<file path="src/rtl/charge_session_manager.sv">
// rtl/charge_session_manager.sv - prepaid charging session FSM: digit entry, timed run, pause, cancel
// Money is entered as decimal digits, converted to time units and counted down on a prescaled tick.

module charge_session_manager #(
  parameter int TICK_DIV       = 50000000,
  parameter int MAX_AMOUNT     = 20,
  parameter int UNITS_PER_COIN = 2,
  parameter int DIGITS         = 2,
  parameter int AMT_W          = 5,
  parameter int TIME_W         = 6
) (
  input  logic              clk,
  input  logic              rst_n,
  input  logic              key_valid,
  input  logic [3:0]        key_value,
  input  logic              start,
  input  logic              cancel,
  input  logic              pause,
  output logic [AMT_W-1:0]  amount,
  output logic [TIME_W-1:0] remaining,
  output logic              timing,
  output logic              paused,
  output logic              done
);

  localparam int PW = $clog2(TICK_DIV);
  localparam int EW = AMT_W + 5;
  localparam int MW = AMT_W + TIME_W;
  localparam logic [PW-1:0]    PRESC_MAX = PW'(TICK_DIV - 1);
  localparam logic [EW-1:0]    MAX_EXT   = EW'(MAX_AMOUNT);
  localparam logic [AMT_W-1:0] MAX_AMT   = AMT_W'(MAX_AMOUNT);
  localparam logic [1:0]       DIG_MAX   = 2'(DIGITS);

  typedef enum logic [1:0] {IDLE, ENTRY, RUN, HOLD} state_t;

  state_t            state_q, state_d;
  logic [1:0]        sync_q;
  logic [PW-1:0]     presc_q, presc_d;
  logic [1:0]        cnt_q, cnt_d;
  logic [AMT_W-1:0]  amount_d;
  logic [TIME_W-1:0] remaining_d;
  logic              timing_d, paused_d, done_d;

  logic              do_cancel, do_start, do_pause, do_key;
  logic [EW-1:0]     entry_val, first_val;
  logic [AMT_W-1:0]  entry_sat, first_sat;
  logic [MW-1:0]     load_val;

  // Reset asserts immediately; release is delayed two edges so the first active edge is clean.
  always_ff @(posedge clk or negedge rst_n) begin
    if (!rst_n) sync_q <= 2'b00;
    else        sync_q <= {sync_q[0], 1'b1};
  end

  // One winning strobe per cycle; a masked strobe is dropped even if the winner has no effect.
  always_comb begin
    do_cancel = cancel;
    do_start  = start & ~cancel;
    do_pause  = pause & ~cancel & ~start;
    do_key    = key_valid & ~cancel & ~start & ~pause & (key_value <= 4'd9);
  end

  always_comb begin
    entry_val = EW'(amount) * EW'(10) + EW'(key_value);
    first_val = EW'(key_value);
    entry_sat = (entry_val > MAX_EXT) ? MAX_AMT : entry_val[AMT_W-1:0];
    first_sat = (first_val > MAX_EXT) ? MAX_AMT : first_val[AMT_W-1:0];
    load_val  = MW'(amount) * MW'(UNITS_PER_COIN);
  end

  always_comb begin
    state_d     = state_q;
    presc_d     = presc_q;
    cnt_d       = cnt_q;
    amount_d    = amount;
    remaining_d = remaining;
    done_d      = 1'b0;

    case (state_q)
      IDLE: begin
        if (do_key && key_value != 4'd0) begin
          amount_d = first_sat;
          cnt_d    = 2'd1;
          state_d  = ENTRY;
        end
      end
      ENTRY: begin
        if (do_cancel) begin
          amount_d = '0;
          cnt_d    = 2'd0;
          state_d  = IDLE;
        end else if (do_start) begin
          remaining_d = load_val[TIME_W-1:0];
          presc_d     = '0;
          state_d     = RUN;
        end else if (do_key && cnt_q < DIG_MAX) begin
          amount_d = entry_sat;
          cnt_d    = cnt_q + 2'd1;
        end
      end
      RUN: begin
        if (do_cancel) begin
          amount_d    = '0;
          remaining_d = '0;
          cnt_d       = 2'd0;
          state_d     = IDLE;
        end else if (do_pause) begin
          state_d = HOLD;
        end else if (presc_q == PRESC_MAX) begin
          presc_d = '0;
          if (remaining == TIME_W'(1)) begin
            remaining_d = '0;
            amount_d    = '0;
            cnt_d       = 2'd0;
            done_d      = 1'b1;
            state_d     = IDLE;
          end else if (remaining != '0) begin
            remaining_d = remaining - TIME_W'(1);
          end
        end else begin
          presc_d = presc_q + PW'(1);
        end
      end
      HOLD: begin
        if (do_cancel) begin
          amount_d    = '0;
          remaining_d = '0;
          cnt_d       = 2'd0;
          state_d     = IDLE;
        end else if (do_pause) begin
          state_d = RUN;
        end
      end
      default: state_d = IDLE;
    endcase

    // Held in the reset state until the synchronised release reaches the last stage.
    if (!sync_q[1]) begin
      state_d     = IDLE;
      presc_d     = '0;
      cnt_d       = 2'd0;
      amount_d    = '0;
      remaining_d = '0;
      done_d      = 1'b0;
    end

    timing_d = (state_d == RUN) || (state_d == HOLD);
    paused_d = (state_d == HOLD);
  end

  always_ff @(posedge clk or negedge rst_n) begin
    if (!rst_n) begin
      state_q   <= IDLE;
      presc_q   <= '0;
      cnt_q     <= 2'd0;
      amount    <= '0;
      remaining <= '0;
      timing    <= 1'b0;
      paused    <= 1'b0;
      done      <= 1'b0;
    end else begin
      state_q   <= state_d;
      presc_q   <= presc_d;
      cnt_q     <= cnt_d;
      amount    <= amount_d;
      remaining <= remaining_d;
      timing    <= timing_d;
      paused    <= paused_d;
      done      <= done_d;
    end
  end

endmodule

</file>
<file path="config.mk">
export PLATFORM = sky130hd
export DESIGN_NAME = charge_session_manager
export DESIGN_NICKNAME = d
export VERILOG_FILES = /design/src/rtl/charge_session_manager.sv
export SDC_FILE = /design/constraint.sdc
export NUM_CORES = 1
export LEC_CHECK = 0
export CORE_MARGIN = 5
export CORE_UTILIZATION = 40
export DETAILED_ROUTE_END_ITERATION = 16
export PLACE_DENSITY = 0.56
export REMOVE_ABC_BUFFERS = 1
export SETUP_SLACK_MARGIN = 0.02
export SLEW_MARGIN = 5
export SYNTH_ARGS = -nofsm -noshare
export SYNTH_HDL_FRONTEND = slang
export SYNTH_SLANG_ARGS = --single-unit
</file>
<file path="constraint.sdc">
create_clock -name clk -period 5.7 [get_ports clk]
set_input_delay 0.57 -clock clk [delete_from_list [all_inputs] [get_ports clk]]
set_output_delay 0.57 -clock clk [all_outputs]
set_load 0.01 [all_outputs]
</file>
# Yosys cells after proc, flatten, opt, wreduce, memory -nomap -nowiden
# Cells that the tools add are included.
# totals
ff_bits	46
rom_bits	0
in_bits	10
mem_bits_rw	0
n_memories	0
latchBits	0
# op_classes
order_cmp	3
muxes	57
div_mod_pow	0
reduce_logical	9
eq_ne	21
shift	0
bitwise_logic	10
add_sub_neg	4
n_mul	1
# op_table
operator	count
26-bit 2-to-1 mux	6
5-bit 2-to-1 mux	11
6-bit 2-to-1 mux	9
26-bit case mux with 2 select lines	1
2-bit 2-to-1 mux	20
26-bit by 1-bit adder with 26-bit output, second input constant	1
26-bit equality test, second input constant	1
4-bit != test, second input constant	5
5-bit case mux with 4 select lines	1
3-bit != test, second input constant	6
6-bit case mux with 3 select lines	1
2-bit case mux with 4 select lines	2
7-bit AND reduction	2
9-bit by 4-bit adder with 10-bit output	1
10-bit by 5-bit greater-than comparator with 1-bit output, second input constant	1
2-bit equality test, second input constant	4
5-bit by 3-bit multiplier with 8-bit output, second input constant	1
1-bit AND	7
6-bit by 1-bit equality test with 1-bit output, second input constant	1
1-bit 2-to-1 mux	6
6-bit nonzero test	1
6-bit by 1-bit subtractor with 6-bit output, second input constant	1
5-bit != test, second input constant	1
5-bit AND reduction	1
other kinds (11)	14

# Depth between registers and ports, before layout
# depth
ltp_word	11
ltp_mapped	10

# Worst setup path after synthesis
# Ideal clock, no wire load.
# synth_timing
kind	flip-flop to flip-flop
from	register amount[1]
to	register amount[2]
synth_period_minus_slack_ns	2.721
setup_ns	0.136
n_path_buf	0
stages_incl_launch_ff	10
t_arrival_ns	2.585
t_required_ns	5.564
slack_ns	2.979
path_cell_list	dfrtp_1 > ha_1 > ha_1 > fa_1 > nand4_1 > or3b_2 > a21oi_1 > o21ai_0 > o21ai_0 > o211ai_1
# synth_between
elab_chain_cells	9
# synth_rtl
item	line_no	source
from (decl)	19	output logic [AMT_W-1:0] amount,
from (signal assigned)	165	amount <= amount_d;
5-bit by 3-bit multiplier with 8-bit output *	64	entry_val = EW'(amount) * EW'(10) + EW'(key_value);
9-bit by 4-bit adder with 10-bit output *	64	
10-bit by 5-bit greater-than comparator with 1-bit output	66	entry_sat = (entry_val > MAX_EXT) ? MAX_AMT : entry_val[AMT_W-1:0];
5-bit 2-to-1 mux *	66	
5-bit 2-to-1 mux *	96	end else if (do_key && cnt_q < DIG_MAX) begin
5-bit 2-to-1 mux *	92	end else if (do_start) begin
5-bit 2-to-1 mux *	88	if (do_cancel) begin
5-bit case mux with 4 select lines *	79	case (state_q)
5-bit 2-to-1 mux *	138	if (!sync_q[1]) begin
# Mark *: on every way between the ends. The rest lies on a longest branch, timed or not. The select of a mux whose other input is x is not followed.
# A chain may end at the register's enable or synchronous reset.

# Worst setup path in the final report
# Ends and elaborated chain as after synthesis.

==> flow_summary.json <==
{
  "status": "finished clean",
  "slew_headroom_pct": 30.1,
  "r2r_end": "amount[2]",
  "slowest_stage": "fa_1",
  "first_iter_violations": 72,
  "fin_total_pwr_mw": 0.700,
  "fill_cells": 711,
  "drc": 0,
  "clockBufferDepth": 2,
  "synth-main-ff-cell": "dfrtp_1",
  "grt_max_degree": 47,
  "place.gp.congestion": 0.775,
  "initial_utilization_pct": 41.1,
  "cts_sinks": 46,
  "syn_area_mm2": 0.00298,
  "crit_type": "reg -> reg",
  "cts_tree": "done",
  "crit_fanout": 6,
  "dp_hpwl_mm": 4.60,
  "finalSetupTns_ns": 0,
  "skew_ns": 0.00491,
  "arrival_ns": 3.15,
  "r2r_slack_ns": 2.72,
  "die_area_mm2": 0.00928,
  "synth_area_leaders": "dfrtp_1 39%, ha_1 7.1%, xor2_1 5.0%, nor2_1 4.7%, nand3_1 3.5%",
  "max_cap_viol_count": 0,
  "finalSetupViolCount": 0,
  "slew_viol_final": 0,
  "root_buffer": "clkbuf_8",
  "grt_pass1_vias": 2344,
  "end_kind": "register",
  "ys.warnings.count": 0,
  "path_cells": "ha_1 > ha_1 > fa_1 > nand4_1 > or3b_2 > a21oi_1 > o21ai_0 > o21ai_0 > o211ai_1",
  "drt_first_pass_iters": 4,
  "layout_commonest_cell": "dfrtp_1",
  "final_cell_mix": "46 x dfrtp_1, 36 x nor2_1, 27 x nand2_1, 22 x clkdlybuf4s50_1, 21 x nand3_1",
  "max_freq_mhz": 335,
  "num_io_pins": 24,
  "grt_remaining_overflow": 0,
  "place.port_buffers": 23,
  "cp_slowest_stage_delay_ns": 0.60,
  "grt_pass1_wl_mm": 11.2,
  "clk_pin_slew_worst_paths_ns": 0.09,
  "dp.cells": 430,
  "ant_nets": 0,
  "via_per_inst": 5.36,
  "n_antenna_cell": 0,
  "layout_min_cycle_time_ns": 2.98,
  "synth.top_cell.area_share_pct": 38.6,
  "design.core.area_mm2": 0.00725,
  "drt-total-wl_mm": 6.36,
  "htreeDepth": 2,
  "placed_area_mm2": 0.00328,
  "grt_usage_pct": 15.3,
  "async_reset_ff_share_pct": 100,
  "cts_setup_buffers": 0,
  "fin_area_mm2": 0.00342,
  "die_x_um": 96.3,
  "synth_seq_area_share_pct": 38.6,
  "cts_hold_buffers": 0,
  "r2r_start": "amount[1]",
  "hold_class": "reg -> reg",
  "post-route-period-util_pct": 52.4,
  "rsz0062_at_grt": "no",
  "fp.dieH_um": 96.3,
  "synth.avg_cell_area_um2": 9.43,
  "rows": 31,
  "power_density_mw_per_mm2": 204,
  "worst_pin_slew_ns": 1.05,
  "synthToLayoutAreaGrowth_pct": 14.9,
  "ys_ff_latch": 46,
  "timing_hold_violations_final": 0,
  "synth_top_area_cell": "dfrtp_1",
  "power_leakage_nw": 1.47,
  "post_cts_resized": 0,
  "cts_buffers": 5,
  "cp_data_required_time_ns": 5.87,
  "nNetsFinal": 367,
  "fin_util_pct": 47.2,
  "vdd_ir_drop_max_uv": 94.7,
  "drive_gt1_share_pct": 8.55,
  "crit_start": "amount[1]",
  "layout.cells.non_filler": 438,
  "syn_inst": 316,
  "r2r_cells": 9,
  "synth_edf_count": 0,
  "yosysUniqueCellTypes": 66,
  "endpoint": "amount[2]",
  "routedWlPerCell_um": 14.5,
  "num_vias": 2348,
  "antenna_found_initial": 0,
  "crit_path_start_kind": "register",
  "clkLatencyLatePin_ns": 0.30
}
## sequential cells by signal, indices dropped and copies added, names as in the netlist
| name | count |
|---|---|
| remaining | 6 |
| state_q | 2 |
| presc_q | 26 |
| sync_q | 2 |
| amount | 5 |
| paused | 1 |
| done | 1 |
| timing | 1 |
| cnt_q | 2 |
## synthesized netlist by cell type (2+ instances only)
cell and instances:
nor2_1 37, nor4_4 2, buf_2 3, nor2_2 2
buf_6 2, o21ai_0 20, inv_1 11, fa_1 2
nor3b_1 2, nor3_1 4, nand2_1 27, a31o_2 2
o21ai_1 2, o211ai_1 3, a211oi_1 4, nand3_1 21
and4_1 4, and2_1 2, ha_1 17, o2bb2ai_1 2
a22o_1 4, nor4b_1 2, and3_1 4, o31ai_1 2
clkbuf_1 2, xor2_1 17, nand2b_1 4, a32oi_1 2
xnor2_1 8, o211a_1 3, nand4_1 11, dfrtp_1 46
a21oi_1 7, nor2b_1 3
## layout make-up
| cell class | count | area [um2] | share of cell area [%] |
|---|---|---|---|
| tap | 99 | 124 | 3.62 |
| inverter | 11 | 41.3 | 1.21 |
| multi-input combinational | 251 | 1740 | 50.8 |
| clock inverter | 2 | 60.1 | 1.75 |
| sequential | 46 | 1150 | 33.6 |
| timing repair buffer | 23 | 225 | 6.58 |
| clock buffer | 6 | 82.6 | 2.41 |
## per-layer routing
metal / global-route usage [%] / part of all wire, % / up-vias
met2: 24.8 / 47 / 32
li1: - / - / 1182
met4: 3.15 / 0.60 / 0
met5: 0 / 0 / -
met3: 3.21 / 3.3 / 4
met1: 21.0 / 49 / 1130
## stage by stage
| step | hold slack [ns] | worst slack, ns |
|---|---|---|
| 2_1_floorplan | 0.274 | 2.98 |
| 3_3_place_gp | 0.332 | 2.63 |
| 3_5_place_dp | 0.336 | 2.55 |
| 4_1_cts | 0.357 | 2.73 |
| 5_1_grt | 0.368 | 2.52 |
| 6_report | 0.353 | 2.72 |
## how the worst min path moves through the flow
stage	start	end	slack, ns	depth (start not counted)
6_report	sync_q[0]	sync_q[1]	0.35	0
5_1_grt	sync_q[0]	sync_q[1]	0.37	0
4_1_cts	sync_q[0]	sync_q[1]	0.36	0
3_5_place_dp	sync_q[0]	sync_q[1]	0.34	0
3_3_place_gp	sync_q[0]	sync_q[1]	0.33	0
2_1_floorplan	rst_n	amount[0]	0.27	0
## cells by family (layout without fill, tap and decap cells)
family / after synthesis / count (layout) / share of synthesized area [%]
AO/OA/AOI/OAI: 67 / 67 / 16.2
flip-flops: 46 / 46 / 38.6
adder cells (fa/ha/maj): 19 / 19 / 8.48
multiplexers: 2 / 2 / 0.881
buffers and inverters: 19 / 42 / 3.06
other: 1 / 1 / 0.126
AND/OR/NAND/NOR: 137 / 137 / 25.3
XOR/XNOR: 25 / 25 / 7.35
## worst max-delay path, delay by kind of cell (launching register included)
family                   cells  cell delay [ns]
AO/OA/AOI/OAI                4             0.62
adder cells (fa/ha/maj)      3             1.16
flip-flops                   1             0.49
AND/OR/NAND/NOR              2             0.58
## report_power, final
| group | switching, mW | leakage (nW) | total [mW] | internal [mW] |
|---|---|---|---|---|
| Sequential | 0.00621 | 0.637 | 0.335 | 0.329 |
| Combinational | 0.0396 | 0.759 | 0.0668 | 0.0271 |
| Clock | 0.111 | 0.0714 | 0.298 | 0.187 |
| Total | 0.157 | 1.47 | 0.700 | 0.543 |
Power figures use the tool's default switching activity.
